==> src/rtl/regfile_mp_pkg.sv <==
// Shared decode-stage definitions: architectural defaults and the register index type.
package regfile_mp_pkg;

  localparam int XLEN          = 32;
  localparam int NUM_ARCH_REGS = 32;
  localparam int REG_IDX_W     = 5;
  localparam int REG_ZERO      = 0;

  typedef logic [REG_IDX_W-1:0] reg_idx_t;

endpackage

==> src/rtl/regfile_scoreboard.sv <==
// Per-register busy scoreboard: alloc sets, writeback clears, alloc wins on a same-cycle collision.
module regfile_scoreboard
  import regfile_mp_pkg::*;
#(
  parameter int NUM_REGS   = NUM_ARCH_REGS,
  parameter int ADDR_WIDTH = REG_IDX_W,
  parameter int WR_PORTS   = 2
) (
  input  logic                           clk,
  input  logic                           rst_n,
  input  logic [WR_PORTS-1:0]            we,
  input  logic [WR_PORTS*ADDR_WIDTH-1:0] waddr,
  input  logic                           alloc_valid,
  input  logic [ADDR_WIDTH-1:0]          alloc_rd,
  output logic [NUM_REGS-1:0]            busy_vec
);

  logic [NUM_REGS-1:0] busy_q;
  logic [NUM_REGS-1:0] busy_d;
  logic [NUM_REGS-1:0] set_vec;
  logic [NUM_REGS-1:0] clr_vec;

  // Decoding against each legal index leaves x0 and out-of-range indices with no set/clear at all.
  always_comb begin
    set_vec = '0;
    clr_vec = '0;
    for (int r = REG_ZERO + 1; r < NUM_REGS; r++) begin
      set_vec[r] = alloc_valid && (alloc_rd == ADDR_WIDTH'(r));
      for (int j = 0; j < WR_PORTS; j++) begin
        if (we[j] && (waddr[j*ADDR_WIDTH +: ADDR_WIDTH] == ADDR_WIDTH'(r))) begin
          clr_vec[r] = 1'b1;
        end
      end
    end
    busy_d = set_vec | (busy_q & ~clr_vec);
  end

  always_ff @(posedge clk or negedge rst_n) begin
    if (!rst_n) begin
      busy_q <= '0;
    end else begin
      busy_q <= busy_d;
    end
  end

  assign busy_vec = busy_q;

endmodule

==> src/rtl/regfile_mp.sv <==
// Multi-port integer register file with optional same-cycle write bypass and a busy scoreboard.
module regfile_mp
  import regfile_mp_pkg::*;
#(
  parameter int DATA_WIDTH = XLEN,
  parameter int NUM_REGS   = NUM_ARCH_REGS,
  parameter int ADDR_WIDTH = $bits(reg_idx_t),
  parameter int RD_PORTS   = 2,
  parameter int WR_PORTS   = 2,
  parameter bit BYPASS     = 1'b1
) (
  input  logic                           clk,
  input  logic                           rst_n,
  input  logic [RD_PORTS*ADDR_WIDTH-1:0] raddr,
  output logic [RD_PORTS*DATA_WIDTH-1:0] rdata,
  output logic [RD_PORTS-1:0]            rbusy,
  input  logic [WR_PORTS-1:0]            we,
  input  logic [WR_PORTS*ADDR_WIDTH-1:0] waddr,
  input  logic [WR_PORTS*DATA_WIDTH-1:0] wdata,
  input  logic                           alloc_valid,
  input  logic [ADDR_WIDTH-1:0]          alloc_rd,
  output logic [NUM_REGS-1:0]            busy_vec
);

  logic [DATA_WIDTH-1:0] mem_q [NUM_REGS];
  logic [DATA_WIDTH-1:0] mem_d [NUM_REGS];

  // Ports are visited in ascending order so the highest-numbered matching port wins.
  always_comb begin
    for (int r = 0; r < NUM_REGS; r++) begin
      mem_d[r] = mem_q[r];
    end
    mem_d[REG_ZERO] = '0;
    for (int j = 0; j < WR_PORTS; j++) begin
      for (int r = REG_ZERO + 1; r < NUM_REGS; r++) begin
        if (we[j] && (waddr[j*ADDR_WIDTH +: ADDR_WIDTH] == ADDR_WIDTH'(r))) begin
          mem_d[r] = wdata[j*DATA_WIDTH +: DATA_WIDTH];
        end
      end
    end
  end

  always_ff @(posedge clk or negedge rst_n) begin
    if (!rst_n) begin
      for (int r = 0; r < NUM_REGS; r++) begin
        mem_q[r] <= '0;
      end
    end else begin
      for (int r = 0; r < NUM_REGS; r++) begin
        mem_q[r] <= mem_d[r];
      end
    end
  end

  regfile_scoreboard #(
    .NUM_REGS   (NUM_REGS),
    .ADDR_WIDTH (ADDR_WIDTH),
    .WR_PORTS   (WR_PORTS)
  ) u_scoreboard (
    .clk         (clk),
    .rst_n       (rst_n),
    .we          (we),
    .waddr       (waddr),
    .alloc_valid (alloc_valid),
    .alloc_rd    (alloc_rd),
    .busy_vec    (busy_vec)
  );

  genvar gi;
  for (gi = 0; gi < RD_PORTS; gi++) begin : g_rd
    logic [ADDR_WIDTH-1:0] ra;
    logic [DATA_WIDTH-1:0] rd;
    logic                  rb;
    logic                  hit;

    assign ra = raddr[gi*ADDR_WIDTH +: ADDR_WIDTH];

    // hit is set only for a legal nonzero index, which also keeps x0 out of the bypass path.
    always_comb begin
      rd  = '0;
      rb  = 1'b0;
      hit = 1'b0;
      for (int r = REG_ZERO + 1; r < NUM_REGS; r++) begin
        if (ra == ADDR_WIDTH'(r)) begin
          rd  = mem_q[r];
          rb  = busy_vec[r];
          hit = 1'b1;
        end
      end
      if (BYPASS && rst_n && hit) begin
        for (int j = 0; j < WR_PORTS; j++) begin
          if (we[j] && (waddr[j*ADDR_WIDTH +: ADDR_WIDTH] == ra)) begin
            rd = wdata[j*DATA_WIDTH +: DATA_WIDTH];
          end
        end
      end
    end

    assign rdata[gi*DATA_WIDTH +: DATA_WIDTH] = rd;
    assign rbusy[gi]                          = rb;
  end

endmodule

==> config.mk <==
export PLATFORM = sky130hd
export DESIGN_NAME = regfile_mp
export DESIGN_NICKNAME = d
export VERILOG_FILES = /design/src/rtl/regfile_mp_pkg.sv /design/src/rtl/regfile_scoreboard.sv /design/src/rtl/regfile_mp.sv
export SDC_FILE = /design/constraint.sdc
export NUM_CORES = 2
export LEC_CHECK = 0
export CAP_MARGIN = 20
export CELL_PAD_IN_SITES_DETAIL_PLACEMENT = 0
export CELL_PAD_IN_SITES_GLOBAL_PLACEMENT = 1
export CORE_MARGIN = 3
export CORE_UTILIZATION = 49
export DETAILED_ROUTE_END_ITERATION = 8
export PLACE_DENSITY = 0.8
export SLEW_MARGIN = 20
export SYNTH_ARGS = -nofsm -noshare
export SYNTH_HDL_FRONTEND = slang
export SYNTH_SLANG_ARGS = --single-unit
==> constraint.sdc <==
create_clock -name clk -period 4.4 [get_ports clk]
set_input_delay 0.88 -clock clk [delete_from_list [all_inputs] [get_ports clk]]
set_output_delay 0.88 -clock clk [all_outputs]
set_load 0.1 [all_outputs]
==> results.toml <==
[outcome]
status = "finished, violations left"
violations = "design-rule violations, negative setup slack"

[finish]
mostFrequentLayoutCell = "mux2i_1"
final_nets = 9089
drive_gt1_share_pct = 23.4
multi_input_area_um2 = 42400
fillCellCount = 11900
mostFrequentLayoutCells = "mux2i_1, buf_4, dfrtp_1"
area.sequential_um2 = 25600
area_growth_syn_to_layout_pct = 28.0

[synthesis]
synth_flop_cell = "dfrtp_1"
netlist_area_um2 = 70000
netlist_instances = 8347
synth_cell_type_count = 94
async_flop_share_pct = 100
synth_nets = 8441
synthAdderAreaFrac_pct = 0
synth-seq-area-share_pct = 36.6
synth_top_family_by_area = "compound AO/OA/AOI/OAI gates"
synthSimpleGateAreaFrac_pct = 12.8
synth-seq-cells = 1023
synthMuxAreaShare_pct = 19.2
synth_warnings = 0
avgSynthCellArea_um2 = 8.38
synth_edf_count = 0
synth_xor_area_share_pct = 0.275
synth_compound_area_share_pct = 25.3

[setup_path]
rr_endpoint = "u_scoreboard.busy_vec[14]"
cpPeakStageDelay_ps = 510
start_kind = "primary input"
crit_path_start = "raddr[4]"
critPathArrivalTime_ps = 3660
crit_top_cell = "buf_4"
cp_num_cells = 11
endpoint_kind = "primary output"
ff2ff_path_depth = 1
path_class = "primary input to primary output"
path_delay_family = "compound AO/OA/AOI/OAI gates"
crit_required_ps = 3520
regToRegSetupSlack_ps = 3420
cp_max_fo = 9
path_cells = "buf_4, or4b_4, o32ai_4, a21oi_2, o41ai_4, buf_4, a211oi_2, or4_1, buf_6, a211oi_4, buf_12"
crit_end = "rdata[16]"
worstReg2RegStart = "u_scoreboard.busy_vec[14]"
crit_slowest_cell = "or4b_4"
cp_num_buf_inv = 4

[floorplan]
rows = 138
design.portCount = 192
core_um2 = 142000
dieArea_um2 = 147000
initial_core_util_pct = 49.4
die_x_um = 384
die_h_um = 384

[detailed_routing]
dr_total_vias = 78200
viasPerCell = 7.12
ant_nets = 0
drtIter0Drc = 13700
drc = 2
first_pass_iters = 9
wl_per_cell_um = 36.7
wirelength_um = 403000

[grt]
grt_pass1_vias = 72400
grt_max_degree = 159
overflow = 0
grt.total_usage_pct = 52.6
antenna_found_initial = 15
grt_pass1_wl_um = 559000

[power]
ir_drop_mv = 0.509
power_density_nw_per_um2 = 415
p_leak_nw = 39.5

[cts]
clockBufferDepth = 3
cts_root_buf = "clkbuf_16"
htreeDepth = 3
cts_tree = "yes"
cts_buffers = 120
insertion_delay_ps = 760
clock_sinks = 1023
path_clk_slew_ps = 60

[placement]
post-place-ws_ps = -657
place_hpwl_um = 291000
gp_congestion = 1.07
portBuffers = 190

[sta]
setup_viol = 31
rsz0062_at_grt = "yes"
hold_slack_ps = 333
min_period_ps = 4540
slew_viol_final = 0
slew_headroom_pct = 18.3
hold_viol_final = 0
tightest_slew_ps = 1220
fin_crit_sh_pct = 103
fin_ws_ps = -140
skew_ps = 0
timing.fmax_ghz = 0.220

[min_path]
hp-class = "primary input to async pin"

[job]
cap_viol_max_count = 0
## registers in the layout, summed over array words and instances (netlist names)
| register | count |
|---|---|
| mem_q | 992 |
| u_scoreboard.busy_vec | 31 |
## metal layers
layer | vias to the layer above | wire length [um] | global-route usage [%] | part of all wire [%]
met2 | 7075 | 159000 | 72.5 | 39
met1 | 37600 | 146000 | 68.0 | 36
met4 | 18 | 35900 | 34.8 | 8.9
met3 | 1758 | 62400 | 20.3 | 15
met5 | - | 176 | 0.595 | 0.044
li1 | 31800 | - | - | -
## per-stage QoR
stage          utilization [%]  std cells  total power, mW  setup TNS (ps)  area [um2]
2_1_floorplan                -       8347             20.2            -324       70300
3_5_place_dp              58.4      10700             25.4          -16350       82600
6_report                  63.3      11000             37.2           -1340       89600
5_1_grt                   63.2      11000             38.2            -749       89500
3_3_place_gp              58.4      10700             25.0          -17820       82600
4_1_cts                   62.1      10900             36.3           -68.1       88000
## worst min-delay path by stage
stage	startpoint	end	slack, ps	cells after the start
2_1_floorplan	mem_q[375]	mem_q[375]	530	2
3_3_place_gp	mem_q[375]	mem_q[375]	550	2
3_5_place_dp	mem_q[74]	mem_q[74]	570	2
4_1_cts	rst_n	mem_q[861]	360	2
5_1_grt	rst_n	mem_q[861]	370	2
6_report	rst_n	u_scoreboard.busy_vec[4]	330	2
## area by class of cell
class                           instances  share of cell area [%]
Inverter                               31                   0.140
Clock buffer                          176                    3.98
Antenna cell                            9                  0.0251
Clock inverter                         47                   0.705
Sequential cell                      1023                    28.6
Multi-Input combinational cell       6318                    47.3
Timing Repair Buffer                 1501                    16.6
Tap cell                             1890                    2.64
## timing repair
action / CTS / global route
hold buffers: 1 / 0
hold endpoints to repair: 8 / 0
setup endpoints to repair: 64 / 65
gates cloned: 2 / 9
resized for setup: 196 / 236
setup buffers: 34 / 36
pin swaps: 53 / 78
## cell families after synthesis
family                 Yosys count
XOR/XNOR                        22
AO/OA/AOI/OAI                 2900
AND/OR/NAND/NOR               2105
multiplexers                  1290
other                            1
flip-flops                    1023
buffers and inverters         1006
## power breakdown
part | total (mW) | internal (mW) | switching (mW)
sequential | 15.0 | 11.9 | 3.05
combinational | 11.3 | 4.55 | 6.72
clock | 11.0 | 6.35 | 4.60
## synth_stat cells, drive strengths merged, types with 17 or more instances
master | instances | area (um2)
a32oi | 18 | 158
nor3 | 70 | 360
dfrtp | 1023 | 25600
o221ai | 58 | 508
nor2b | 62 | 388
inv | 31 | 116
o21ai | 904 | 4520
a31oi | 42 | 263
clkbuf | 638 | 2400
nand3 | 69 | 345
buf | 337 | 1570
nand2b | 34 | 213
mux4 | 29 | 653
nor4 | 26 | 163
o2bb2ai | 37 | 324
a2111oi | 17 | 149
o22ai | 230 | 1440
o2111ai | 18 | 158
o22a | 51 | 447
mux2 | 114 | 1280
nand2 | 817 | 3070
nand4 | 32 | 200
nor2 | 876 | 3290
a221o | 23 | 230
a211oi | 94 | 711
a21oi | 915 | 4580
o211ai | 51 | 383
a22oi | 113 | 848
a22o | 36 | 315
mux2i | 1147 | 11500
a221oi | 84 | 736
a2bb2oi | 17 | 149
a32o | 23 | 230
(Power assumes the default switching activity.)
